==> src/rtl/univ_shift_ctrl.sv <==
// Command sequencer for a univ_shift register: accepts one command over valid/ready,
// drives the register control/data for the required cycles, then captures the result.
module univ_shift_ctrl #(
    parameter int n     = 4,
    parameter int CNT_W = 3
) (
    input  logic             clk,
    input  logic             reset,
    input  logic             cmd_valid,
    output logic             cmd_ready,
    input  logic [1:0]       cmd_op,
    input  logic [n-1:0]     cmd_data,
    input  logic [CNT_W-1:0] cmd_count,
    output logic [1:0]       sr_control,
    output logic [n-1:0]     sr_data_in,
    input  logic [n-1:0]     sr_data_out,
    output logic [n-1:0]     result,
    output logic             done,
    output logic             busy
);

    typedef enum logic [1:0] {IDLE, RUN, CAPTURE} state_t;
    typedef enum logic [1:0] {OP_HOLD, OP_SHL, OP_SHR, OP_LOAD} op_t;

    state_t           state_q, state_d;
    logic [1:0]       sr_control_q, sr_control_d;
    logic [n-1:0]     sr_data_in_q, sr_data_in_d;
    logic [n-1:0]     result_q, result_d;
    logic             done_q, done_d;
    logic [CNT_W-1:0] remaining_q, remaining_d;

    always_ff @(posedge clk) begin
        if (reset) begin
            state_q      <= IDLE;
            sr_control_q <= '0;
            sr_data_in_q <= '0;
            result_q     <= '0;
            done_q       <= 1'b0;
            remaining_q  <= '0;
        end else begin
            state_q      <= state_d;
            sr_control_q <= sr_control_d;
            sr_data_in_q <= sr_data_in_d;
            result_q     <= result_d;
            done_q       <= done_d;
            remaining_q  <= remaining_d;
        end
    end

    always_comb begin
        state_d      = state_q;
        sr_control_d = sr_control_q;
        sr_data_in_d = sr_data_in_q;
        result_d     = result_q;
        done_d       = 1'b0;
        remaining_d  = remaining_q;
        case (state_q)
            IDLE: begin
                sr_control_d = '0;
                if (cmd_valid) begin
                    case (op_t'(cmd_op))
                        OP_LOAD: begin
                            sr_data_in_d = cmd_data;
                            sr_control_d = 2'd3;
                            remaining_d  = CNT_W'(1);
                            state_d      = RUN;
                        end
                        OP_SHL, OP_SHR: begin
                            if (cmd_count != '0) begin
                                sr_control_d = cmd_op;
                                remaining_d  = cmd_count;
                                state_d      = RUN;
                            end else begin
                                state_d = CAPTURE;
                            end
                        end
                        default: state_d = CAPTURE;
                    endcase
                end
            end
            RUN: begin
                // Control drops on the edge that consumes the last count, so the
                // register sees the op on exactly `count` edges.
                remaining_d = remaining_q - CNT_W'(1);
                if (remaining_q <= CNT_W'(1)) begin
                    remaining_d  = '0;
                    sr_control_d = '0;
                    state_d      = CAPTURE;
                end
            end
            CAPTURE: begin
                sr_control_d = '0;
                result_d     = sr_data_out;
                done_d       = 1'b1;
                state_d      = IDLE;
            end
            default: begin
                sr_control_d = '0;
                state_d      = IDLE;
            end
        endcase
    end

    assign cmd_ready  = (state_q == IDLE);
    assign busy       = (state_q != IDLE);
    assign sr_control = sr_control_q;
    assign sr_data_in = sr_data_in_q;
    assign result     = result_q;
    assign done       = done_q;

endmodule
==> config.mk <==
export PLATFORM = sky130hd
export DESIGN_NAME = univ_shift_ctrl
export DESIGN_NICKNAME = d
export VERILOG_FILES = /design/src/rtl/univ_shift_ctrl.sv
export SDC_FILE = /design/constraint.sdc
export NUM_CORES = 1
export LEC_CHECK = 0
export BUFFER_PORTS_ARGS = -buffer_cell sky130_fd_sc_hd__buf_2
export CAP_MARGIN = 20
export CORE_MARGIN = 1
export CORE_UTILIZATION = 50
export CTS_BUF_LIST = sky130_fd_sc_hd__clkbuf_16
export DETAILED_ROUTE_END_ITERATION = 10
export HOLD_SLACK_MARGIN = 0.05
export PLACE_DENSITY = 0.89
export SETUP_SLACK_MARGIN = 0.1
export SLEW_MARGIN = 20
export SYNTH_ARGS = -nofsm -noshare
export SYNTH_HDL_FRONTEND = slang
export SYNTH_SLANG_ARGS = --single-unit
==> constraint.sdc <==
create_clock -name clk -period 3.22 [get_ports clk]
set_clock_uncertainty 0.15 [all_clocks]
set_input_delay 0.483 -clock clk [delete_from_list [all_inputs] [get_ports clk]]
set_output_delay 0.483 -clock clk [all_outputs]
set_load 0.05 [all_outputs]
# After elaboration in Yosys (flattened, before gate mapping)
# Cells that the tools add are included.
dict set report totals {
  register_bits 16
  inputBits 16
  output_inout_bits 13
  wordCells 41
}
dict set report op_classes {
  n_lt_le_gt_ge 1
  reduce_logical 8
  addsub 1
  n_eq_ne 9
  n_mux 16
}
# op count
set op_table {}
lappend op_table {{$pmux 2 s2} 4}
lappend op_table {{$mux 2} 6}
lappend op_table {{$pmux 3 s2} 2}
lappend op_table {{$mux 3} 3}
lappend op_table {{$eq 2x2->1 const B} 3}
lappend op_table {{$eq 2x1->1 const B} 2}
lappend op_table {{$ne 2x2->1 const B} 2}
lappend op_table {{$reduce_and 4->1} 1}
lappend op_table {{$reduce_bool 2->1} 2}
lappend op_table {{$le 3x1->1 const B} 1}
lappend op_table {{$ne 3x1->1 const B} 1}
lappend op_table {{$ne 3x3->1 const B} 1}
lappend op_table {{$reduce_and 3->1} 1}
lappend op_table {{$reduce_bool 3->1} 1}
lappend op_table {{$sub 3x1->3 const B} 1}
lappend op_table {{$logic_not 2->1} 1}
lappend op_table {{$reduce_and 2->1} 1}
lappend op_table {{$reduce_or 2->1} 1}
lappend op_table {{$mux 1} 1}

# Longest topological paths before layout
# Gate-level depths: netlist of run 1.
dict set report logic_depth {
  ltp_word 5
  mapped_depth 6
  depth_no_buf 6
}

# Least setup slack after synthesis of run 1
# No wires, ideal clock.
dict set report synth_path {
  kind {in2reg}
  startpoint {in cmd_op[0]}
  endpoint {reg remaining_q[0]}
  required_time_ns 2.937
  arrival_ns 1.461
  slack_ns 1.476
  cell_stages 6
  path_buffers 0
  setup_time_ns 0.133
  cell_sequence {inv_1 > ha_1 > nand2b_2 > o221ai_2 > mux2i_1 > o32ai_2}
}
dict set report synth_between {
  elab_chain_cells 5
  word_cells_on_any_way 10
  classes_between {eq/ne: 5; mux: 3; reduce/logical: 2}
}
# item line_no
set synth_lines {}
lappend synth_lines {{start, declared} 11} ;# input logic [1:0] cmd_op,
lappend synth_lines {{$eq 2x1->1 or $eq 2x2->1 (tied branches)} 61} ;# case (op_t'(cmd_op))
lappend synth_lines {{$reduce_or 2->1} 61}
lappend synth_lines {{$pmux 3 s2} 61}
lappend synth_lines {{$mux 3} 60} ;# if (cmd_valid) begin
lappend synth_lines {{$pmux 3 s2} 57} ;# case (state_q)
lappend synth_lines {{end signal, assigned} 46} ;# remaining_q <= remaining_d;
lappend synth_lines {{end, declared} 30} ;# logic [CNT_W-1:0] remaining_q, remaining_d;
# Several ways; a longest one is shown, not always the timed one. The select of a mux whose other input is x is not followed.
# A chain may end at the register's enable or synchronous reset.

# Worst setup path after layout of run 1
# Same ends and word-level chain as after synthesis.

==> metrics.yaml, run 1 <==
track_usage: 0.2042
hold_viol_final: 0
drtPass1Iterations: 4
path_cells: "buf_2 > inv_1 > ha_1 > nand2b_2 > o221ai_2 > mux2i_1 > o32ai_2"
routed-wl-met2_microns: 921
wl_met3_microns: 66
min-delay-path-class: "reg2reg"
gp_congestion: 0.8553
fin_nets: 133
wl_mm: 1.640
synth.area.top_cells: "dfxtp_1 41%, mux2i_1 12%, ha_1 6.4%"
postCtsHoldBufs: 0
syn-cell-area_sq_um: 779.5
hpwl_mm: 1.247
slew_violations: 0
peakVddDrop_uv: 610.5
insertion_delay_ns: 0.24
synthToLayoutAreaGrowth_pct: 28.73
highest_layer: "met4"
finalSetupTns_ns: 0
cp.required_ns: 3.19
die_height_microns: 41.49
met1Wirelength_microns: 639
dpl_worst_slack_ns: 1.253
worstMarginPinSlew_ns: 0.4807
rows: 13
cp-end-kind: "flip-flop"
vias: 710
synth-seq-cells: 16
cts_max_level: 1
final_common_cell: "buf_2"
cp.arrival_ns: 1.69
cts.repair.resized: 0
fin_crit_ns: 1.721
grt_start_max_net_pins: 17
cts_tree: "done"
p_leak_nw: 0.4611
postCtsSetupRepairBufs: 0
drtAntennaViolNets: 0
synth_flop_cell: "dfxtp_1"
die-area_sq_um: 1721
grt_pass1_wl_mm: 2.642
outcome: "finished clean"
powerDensity_nw_per_um2: 593.4
via_per_inst: 5.591
die_w_microns: 41.49
critPathMaxStageDelay_ns: 0.39
io_buffers: 28
maxCapViolCount: 0
grt_antenna_before_repair: 0
crit_type: "in2reg"
drive_gt1_frac: 0.3214
core_sq_um: 1383
synth_warnings: 0
grt_pass1_vias: 646
cts_buffers: 3
cts_root_buf: "clkbuf_16"
syn_nets: 103
yosysUniqueCellTypes: 30
drtIter0Drc: 19
cts.clk_slew.worst_paths_ns: 0.05
syn_inst: 83
routedWlPerCell_microns: 12.91
finish.utilization: 0.7258
cp-start-kind: "input port"
drc: 0
max_freq_mhz: 581.1
initial_utilization: 0.5638
clk_path_buf_depth: 2
cts_sinks: 16
setup_slack_ns: 1.499
worstPathMaxFanout: 6
slew-limit-headroom: 0.6789
cp_slowest_cell: "ha_1"
antenna_cells: 0
boundaryPins: 29
setup_viol: 0
gr-total-overflow: 0
syn_area_per_cell_sq_um: 9.392
instances_no_fill: 127
yosys.area.top_type: "dfxtp_1"
rsz0062_at_grt: "false"
synthArstFlopShare: 0
min_period_over_period: 0.5345
layout_common_cells: "28 x buf_2, 16 x dfxtp_1, 12 x nor2_1"
dp.cells: 123
synth_top_area_share: 0.4109
ys_seq_area_frac: 0.4109
synth_edf_count: 0
==> synth_stat cells, drive strengths merged (2+ instances only) <==
library cell / n
a21oi: 3
a31oi: 2
clkbuf: 2
dfxtp: 16
ha: 4
inv: 5
mux2i: 9
nand2: 2
nand2b: 3
nor2: 13
nor2b: 4
nor3: 3
o21a: 2
o21ai: 2
o2bb2ai: 2
==> worst max-delay path: cells and delay by family <==
family | cells | cell delay (ns)
fa+ha+maj | 1 | 0.39
simple gates | 1 | 0.10
mux | 1 | 0.24
buf+inv | 2 | 0.14
compound gates | 2 | 0.32
==> flip-flops by register name, summed over array words and instances (netlist names) <==
register and count:
remaining_q 3, sr_control 2, result 4, state_q 2
sr_data_in 4, done 1
==> power by group <==
group          switching (W)  internal (W)  total, W
logic              0.0000852     0.0000465  0.000132
registers          0.0000115      0.000212  0.000223
clock network      0.0000759      0.000165  0.000241
==> area by class of cell <==
type	count	area, sq um
Multi-Input combinational cell	59	426.7
Fill cell	100	379.1
Sequential cell	16	320.3
Timing Repair Buffer	28	140.1
Clock buffer	3	75.07
Inverter	5	18.77
Tap cell	15	18.77
Clock inverter	1	3.754
==> stage by stage <==
stage,area [sq um],power (W),hold WS (ns)
after global placement,924.6,0.0003540,0.2965
after floorplan,779.5,0.0003253,0.2981
final,1003,0.0005955,0.3173
after detailed placement,924.6,0.0003578,0.3053
after global routing,1003,0.0006224,0.3386
after CTS,1003,0.0005982,0.3239
==> path summary, 6_finish.rpt <==
check	slack, ns	endpoint	start	cells after the start
hold reg to reg	0.32	sr_control[0]	sr_control[0]	1
hold / removal	0.32	sr_control[0]	sr_control[0]	1
setup reg to reg	1.63	sr_control[1]	remaining_q[1]	6
setup / recovery	1.50	remaining_q[0]	cmd_op[0]	7
==> cell families (layout without fill, tap and decap cells) <==
family                     Yosys count  count (layout)  synth area share
buffers and inverters                8              37           0.04172
and+or+nand+nor                     30              30            0.2039
muxes                                9               9            0.1156
AOI/OAI and AO/OA                   16              16            0.1637
adders and majority gates            4               4           0.06421
DFF                                 16              16            0.4109
==> metal layers <==
| metal | global-route usage | up-vias |
|---|---|---|
| met5 | 0 | - |
| met4 | 0.1032 | 0 |
| met3 | 0.06522 | 2 |
| met2 | 0.3750 | 16 |
| met1 | 0.2017 | 343 |
| li1 | - | 349 |
Note: power is estimated with default switching activity, not from simulation.
==> inputs of run 2 (changes only) <==
--- a/config.mk
+++ b/config.mk
@@ -8,11 +8,11 @@
 export BUFFER_PORTS_ARGS = -buffer_cell sky130_fd_sc_hd__buf_2
 export CAP_MARGIN = 20
 export CORE_MARGIN = 1
-export CORE_UTILIZATION = 50
+export CORE_UTILIZATION = 42
 export CTS_BUF_LIST = sky130_fd_sc_hd__clkbuf_16
 export DETAILED_ROUTE_END_ITERATION = 10
 export HOLD_SLACK_MARGIN = 0.05
-export PLACE_DENSITY = 0.89
+export PLACE_DENSITY = 0.81
 export SETUP_SLACK_MARGIN = 0.1
 export SLEW_MARGIN = 20
 export SYNTH_ARGS = -nofsm -noshare
==> constraint.sdc (replaced) <==
create_clock -name clk -period 1.4 [get_ports clk]
set_clock_uncertainty 0.15 [all_clocks]
set_input_delay 0.21 -clock clk [delete_from_list [all_inputs] [get_ports clk]]
set_output_delay 0.21 -clock clk [all_outputs]
set_load 0.05 [all_outputs]
==> run 2 against run 1 <==
Design area grew 30%. Via count rose by 13%. Worst hold slack lost 0.27 ns. Sequential share of layout area shrank 6.5 points.
==> metrics.yaml, run 2 (synthesized netlist as in run 1, its figures left out) <==
crit_cells: 4  # -3
fin_area_sq_um: 1301  # +30%
drc: 0  # unchanged
cts_root_buf: "clkbuf_16"
drive_gt1_frac: 0.5625  # +0.2411
cp.arrival_ns: 1.40  # -0.29 ns
track_usage: 0.2335  # +0.02933
p_sw_frac: 0.3055  # +0.01564
seqPwrFrac: 0.334  # -0.041
drtPass1Iterations: 4  # unchanged
p_total_w: 0.001563  # +160%
core_sq_um: 1727  # +25%
crit_type: "reg2reg"
via_per_inst: 5.242  # -6.2%
worstPathMaxFanout: 6  # unchanged
cts_sinks: 16  # unchanged
slew-limit-headroom: 0.8128  # +0.1339
fin_nets: 149  # +12%
rr_worst_depth: 4  # -2
dpl_worst_slack_ns: -0.1957  # -1.449 ns
min_to: "sr_data_in[3]"
io_buffers: 28  # unchanged
cts.clk_slew.worst_paths_ns: 0.05  # about the same
r2r-start: "state_q[1]"
initial_utilization: 0.4514  # -0.1124
gp_congestion: 0.7617  # -11%
grt_antenna_before_repair: 0  # unchanged
p_leak_nw: 0.5800  # +26%
synthToLayoutAreaGrowth_pct: 66.93
gr-total-overflow: 0  # unchanged
setup_viol: 0  # unchanged
placed_cell_area_sq_um: 1099  # +19%
die_w_microns: 45.08  # +8.7%
vias: 802  # +13%
path_cells: "nor2_4 > nand2_2 > or3_4 > o2bb2ai_2"
antenna_cells: 0  # unchanged
rsz0062_at_grt: "true"
cp_slowest_cell: "dfxtp_4"
worstMarginPinSlew_ns: 0.2804  # -0.2003 ns
max_freq_mhz: 732.3
p_switching_w: 0.0004775  # +180%
cp-start-kind: "flip-flop"
cp-end-kind: "flip-flop"
clockPowerShare: 0.355  # -0.049
fillCellCount: 129  # +29%
drtIter0Drc: 32  # +13
cts_max_level: 1  # unchanged
powerDensity_nw_per_um2: 1201  # +100%
outcome: "finished clean"
multi_input_area_sq_um: 536.8  # +26%
hold_viol_final: 0  # unchanged
cp.required_ns: 1.43  # -1.76 ns
min_period_over_period: 0.9754
rows: 15  # +2
wl_mm: 2.326  # +42%
hpwl_mm: 1.565  # +25%
path_buf_inv: 0  # -2
fin_crit_ns: 1.366
critPathMaxStageDelay_ns: 0.37  # -0.02 ns
r2r_end: "sr_control[0]"
grt_pass1_wl_mm: 3.360  # +27%
finish.utilization: 0.7536  # +0.02783
layout_common_cells: "24 x buf_2, 16 x buf_4, 12 x dfxtp_1"
p_int_w: 0.001086  # +160%
grt_pass1_vias: 774  # +20%
r2r_setup_slack_ns: 0.03  # -1.60 ns
hold_depth: 3  # +2
slew_violations: 0  # unchanged
setup_slack_ns: 0.03439  # -1.465 ns
routedWlPerCell_microns: 15.20  # +18%
drtAntennaViolNets: 0  # unchanged
insertion_delay_ns: 0.25  # about the same
critical_path.top_delay_family: "simple AND/OR/NAND/NOR gates"
grt_start_max_net_pins: 13  # -4
power_frac_comb: 0.311  # +0.090
cts_buffers: 3  # unchanged
peakVddDrop_uv: 1296  # +110%
clk_path_buf_depth: 2  # unchanged
maxCapViolCount: 0  # unchanged
cts_tree: "done"
die_height_microns: 45.08  # +8.7%
final_common_cell: "buf_2"
seq_area_sq_um: 330.3  # +3.1%
min-delay-path-class: "in2reg"
die-area_sq_um: 2032  # +18%
boundaryPins: 29  # unchanged
hp-start: "cmd_data[3]"
==> run 2: changes by cell type in the layout (fill, tap and decap cells not counted), sizes merged <==
cell,before,now
buf,28,44
==> run 2: through the flow <==
stage	TNS (ns)	instances	hold WS (ns)
final	0	153	0.05003
after global routing	-0.03657	153	0.06930
after CTS	0	152	0.05073
after detailed placement	-1.083	147	0.3010
after global placement	-0.6264	147	0.2935
after floorplan	-0.5103	83	0.1316
==> run 2: layer usage <==
metal	part of all wire	vias to the layer above	global-route usage
met5	0	-	0
met4	0.022	0	0.1091
met3	0.077	6	0.08400
met2	0.52	42	0.3710
met1	0.38	364	0.2797
li1	-	390	-
==> run 2: what timing repair did <==
| item | in CTS | in global routing |
|---|---|---|
| pin swaps | 3 | 7 |
| buffers inserted | 1 | 1 |
| endpoints found under the setup margin | 13 | 13 |
| hold buffers | 0 | 0 |
| resized for setup | 17 | 15 |
| cloned | 0 | 0 |
| hold endpoints to repair | 0 | 0 |
==> run 2: how the worst max path moves through the flow <==
| stage | startpoint | end | slack, ns |
|---|---|---|---|
| final | state_q[1] | sr_control[0] | 0.03 |
| after global routing | remaining_q[1] | remaining_q[1] | -0.01 |
| after CTS | remaining_q[1] | remaining_q[1] | 0.05 |
| after detailed placement | cmd_op[0] | remaining_q[0] | -0.20 |
| after global placement | cmd_op[0] | remaining_q[0] | -0.13 |
| after floorplan | state_q[0] | sr_data_in[0] | -0.1 |
==> run 2: layout make-up <==
class | instances | share of cell area
multi-input combinational | 59 | 0.4125
clock inverter | 1 | 0.002885
clock buffer | 3 | 0.05769
timing repair buffer | 44 | 0.2250
sequential | 16 | 0.2538
inverter | 5 | 0.02404
tap | 25 | 0.02404
==> run 2: tightest hold or removal path, delay by kind of cell <==
kind	cells	cell delay [ns]
buffers and inverters	1	0.07
AND/OR/NAND/NOR	1	0.07
multiplexers	1	0.05
==> run 2: power groups by stage <==
stage	registers (W)	clock network [W]	logic, W
2_1_floorplan	0.000574	0	0.000205
3_3_place_gp	0.000520	0	0.000379
3_5_place_dp	0.000522	0	0.000392
4_1_cts	0.000517	0.000562	0.000429
5_1_grt	0.000525	0.000572	0.000514
6_report	0.000523	0.000554	0.000486
==> inputs of run 3 (changes only) <==
--- a/config.mk
+++ b/config.mk
@@ -5,10 +5,11 @@
 export SDC_FILE = /design/constraint.sdc
 export NUM_CORES = 1
 export LEC_CHECK = 0
+export ABC_AREA = 1
 export BUFFER_PORTS_ARGS = -buffer_cell sky130_fd_sc_hd__buf_2
 export CAP_MARGIN = 20
-export CORE_MARGIN = 1
-export CORE_UTILIZATION = 42
+export CORE_MARGIN = 2
+export CORE_UTILIZATION = 43
 export CTS_BUF_LIST = sky130_fd_sc_hd__clkbuf_16
 export DETAILED_ROUTE_END_ITERATION = 10
 export HOLD_SLACK_MARGIN = 0.05
==> run 3 against run 2 <==
Worst hold slack about the same. Combinational power decreased by 3%. Setup slack improved by 0.061 ns. Via count increased by 4.6%. Count of clock-buffer cells in the layout unchanged. Routed wire length decreased by 20%. Die area increased by 15%. Flip-flop and latch count unchanged. Cell count increased by 16%. Sequential power about the same.
==> metrics.yaml, run 3 <==
drtAntennaViolNets: 0  # unchanged
track_usage: 0.1787  # -0.05482
die_w_microns: 48.39  # +7.3%
peakVddDrop_uv: 756.1  # -42%
core_sq_um: 1902  # +10%
min_period_over_period: 0.9315  # -0.04391
cts_root_buf: "clkbuf_16"
yosys.area.top_type: "dfxtp_1"
synth.area.top_cells: "dfxtp_1 38%, nor2_1 8.9%, nand3_1 6.5%"
fillCellCount: 165  # +28%
via_per_inst: 4.713  # -10%
cp.required_ns: 1.04  # -0.39 ns
die-area_sq_um: 2341  # +15%
syn_area_per_cell_sq_um: 7.366  # -22%
setup_viol: 0  # unchanged
cp.arrival_ns: 0.94  # -0.46 ns
cts_max_level: 1  # unchanged
synthToLayoutAreaGrowth_pct: 37.07
seqPwrFrac: 0.337  # +0.003
vias: 839  # +4.6%
slew-limit-headroom: 0.8026  # -0.01018
hpwl_mm: 1.380  # -12%
yosysUniqueCellTypes: 19  # -37%
gp_congestion: 0.8692  # +14%
placed_cell_area_sq_um: 1023  # -6.8%
rsz0062_at_grt: "true"
drtIter0Drc: 10  # -69%
grt_antenna_before_repair: 0  # unchanged
grt_pass1_vias: 810  # +4.7%
io_buffers: 28  # unchanged
drc: 0  # unchanged
slew_violations: 0  # unchanged
drive_gt1_frac: 0.3709  # -0.1916
powerDensity_nw_per_um2: 1333  # +11%
ys_seq_area_frac: 0.3781  # -0.03278
p_sw_frac: 0.3282  # +0.02270
fin_area_sq_um: 1161  # -11%
min-delay-path-class: "in2reg"
power_frac_comb: 0.304  # -0.007
outcome: "finished clean"
p_switching_w: 0.0005080  # +6.4%
max_freq_mhz: 766.8  # +4.7%
boundaryPins: 29  # unchanged
p_leak_nw: 0.5879  # +1.4%
final_common_cell: "buf_2"
path_buf_inv: 3  # +3
synth_flop_cell: "dfxtp_1"
worstMarginPinSlew_ns: 0.2958  # +0.01533 ns
rows: 16  # +1
clockPowerShare: 0.359  # +0.004
wl_mm: 1.857  # -20%
critical_path.top_delay_family: "flip-flops"
synth_top_area_share: 0.3781  # -0.03278
hold_slack_ns: 0.04991  # -0.0001239 ns
gr-total-overflow: 0  # unchanged
cts_sinks: 16  # unchanged
die_height_microns: 48.39  # +7.3%
multi_input_area_sq_um: 449.2  # -16%
cp-start-kind: "flip-flop"
maxCapViolCount: 0  # unchanged
synth.most_common_cell: "nor2_1"
fin_nets: 172  # +15%
synth_edf_count: 0  # unchanged
synthTopCellsByCount: "20 x nor2_1, 16 x dfxtp_1, 14 x inv_1, 14 x nand2_1, 11 x nand3_1"
hold_viol_final: 0  # unchanged
layout_common_cells: "26 x buf_2, 20 x nor2_1, 14 x nand2_1"
grt_pass1_wl_mm: 3.187  # -5.1%
path_cells: "inv_2 > nand2_4 > inv_6 > buf_8"
syn_inst: 115  # +39%
cp-end-kind: "output pin"
cts_tree: "done"
synthArstFlopShare: 0  # unchanged
synth-seq-cells: 16  # unchanged
cts_buffers: 3  # unchanged
cp_slowest_cell: "dfxtp_2"
cts.clk_slew.worst_paths_ns: 0.05  # about the same
drtPass1Iterations: 4  # unchanged
synth_warnings: 0  # unchanged
syn_nets: 135  # +31%
grt_start_max_net_pins: 13  # unchanged
routedWlPerCell_microns: 10.43  # -31%
antenna_cells: 0  # unchanged
initial_utilization: 0.4454  # -0.006055
worstPathMaxFanout: 4  # -2
insertion_delay_ns: 0.25  # about the same
syn-cell-area_sq_um: 847.1  # +8.7%
p_int_w: 0.001040  # -4.2%
seq_area_sq_um: 324.1  # -1.9%
crit_type: "reg2out"
clk_path_buf_depth: 2  # unchanged
fin_crit_ns: 1.304  # -0.06148 ns
finish.utilization: 0.6105  # -0.1431
critPathMaxStageDelay_ns: 0.32  # -0.05 ns
-- run 3: changes by cell type in the layout (fill, tap and decap cells not counted), moves of 4 or more --
cell     change
inv_1       +12
a21oi_1      +4
nor2_1      +10
nand3_1     +11
nand2_1     +13
o21ai_1      +5
buf_4       -13
o21ai_0      +4
mux2i_1      -9
-- run 3: kinds of logic (layout without fill, tap and decap cells) --
kind of cell,Yosys count,count (layout),share of synthesized area
AND/OR/NAND/NOR,56,56,0.3338
buffers and inverters,20,56,0.1078
XOR/XNOR,1,1,0.01034
adder cells (fa/ha/maj),4,4,0.05909
flip-flops,16,16,0.3781
AO/OA/AOI/OAI,18,18,0.1108
-- run 3: power groups by stage --
stage               combinational, W  clock [W]  sequential [W]
floorplan                   0.000257          0        0.000605
global placement            0.000421          0        0.000526
detailed placement          0.000430          0        0.000528
CTS                         0.000462   0.000569        0.000520
global route                0.000512   0.000596        0.000525
finish                      0.000470   0.000556        0.000522
-- run 3: final timing paths --
| kind | startpoint | to | cells past startpoint | slack, ns |
|---|---|---|---|---|
| worst max-delay path | state_q[1] | cmd_ready | 4 | 0.1 |
| worst min-delay path | sr_data_out[1] | result[1] | 3 | 0.05 |
| worst max register to register | remaining_q[0] | remaining_q[2] | 6 | 0.17 |
| worst min register to register | sr_data_in[1] | sr_data_in[1] | 2 | 0.29 |
-- run 3: through the flow --
stage | power, W | setup slack [ns] | TNS (ns) | instances
after floorplan | 0.0008619 | 0.1153 | 0 | 115
after global placement | 0.0009472 | -0.01368 | -0.01836 | 171
after detailed placement | 0.0009579 | -0.06899 | -0.1710 | 171
after CTS | 0.001550 | 0.08243 | 0 | 178
after global routing | 0.001633 | 0.06063 | 0 | 178
final | 0.001548 | 0.09586 | 0 | 178
-- run 3: layout make-up --
type / instances / share of cell area
Multi-Input combinational cell: 79 / 0.3869
Timing Repair Buffer: 33 / 0.1713
Tap cell: 27 / 0.02909
Inverter: 19 / 0.06573
Clock buffer: 3 / 0.06466
Clock inverter: 1 / 0.003233
Sequential cell: 16 / 0.2791
-- run 3: repair_timing --
item	CTS	global route
setup buffers	1	0
hold buffers	2	0
endpoints found under the setup margin	2	12
hold endpoints to repair	2	0
pin swaps	1	5
resized for setup	7	4
-- run 3: per-layer routing --
metal	GRT usage	vias up	wire length [microns]
met5	0	-	0
met4	0.09524	0	48
met1	0.1809	379	777
li1	-	434	-
met3	0.06790	7	67
met2	0.3171	19	963
-- run 3: tightest hold or removal path, cell delays in order --
cell    delay, ns
buf_2        0.08
nor2_1       0.03
nor2_1       0.09
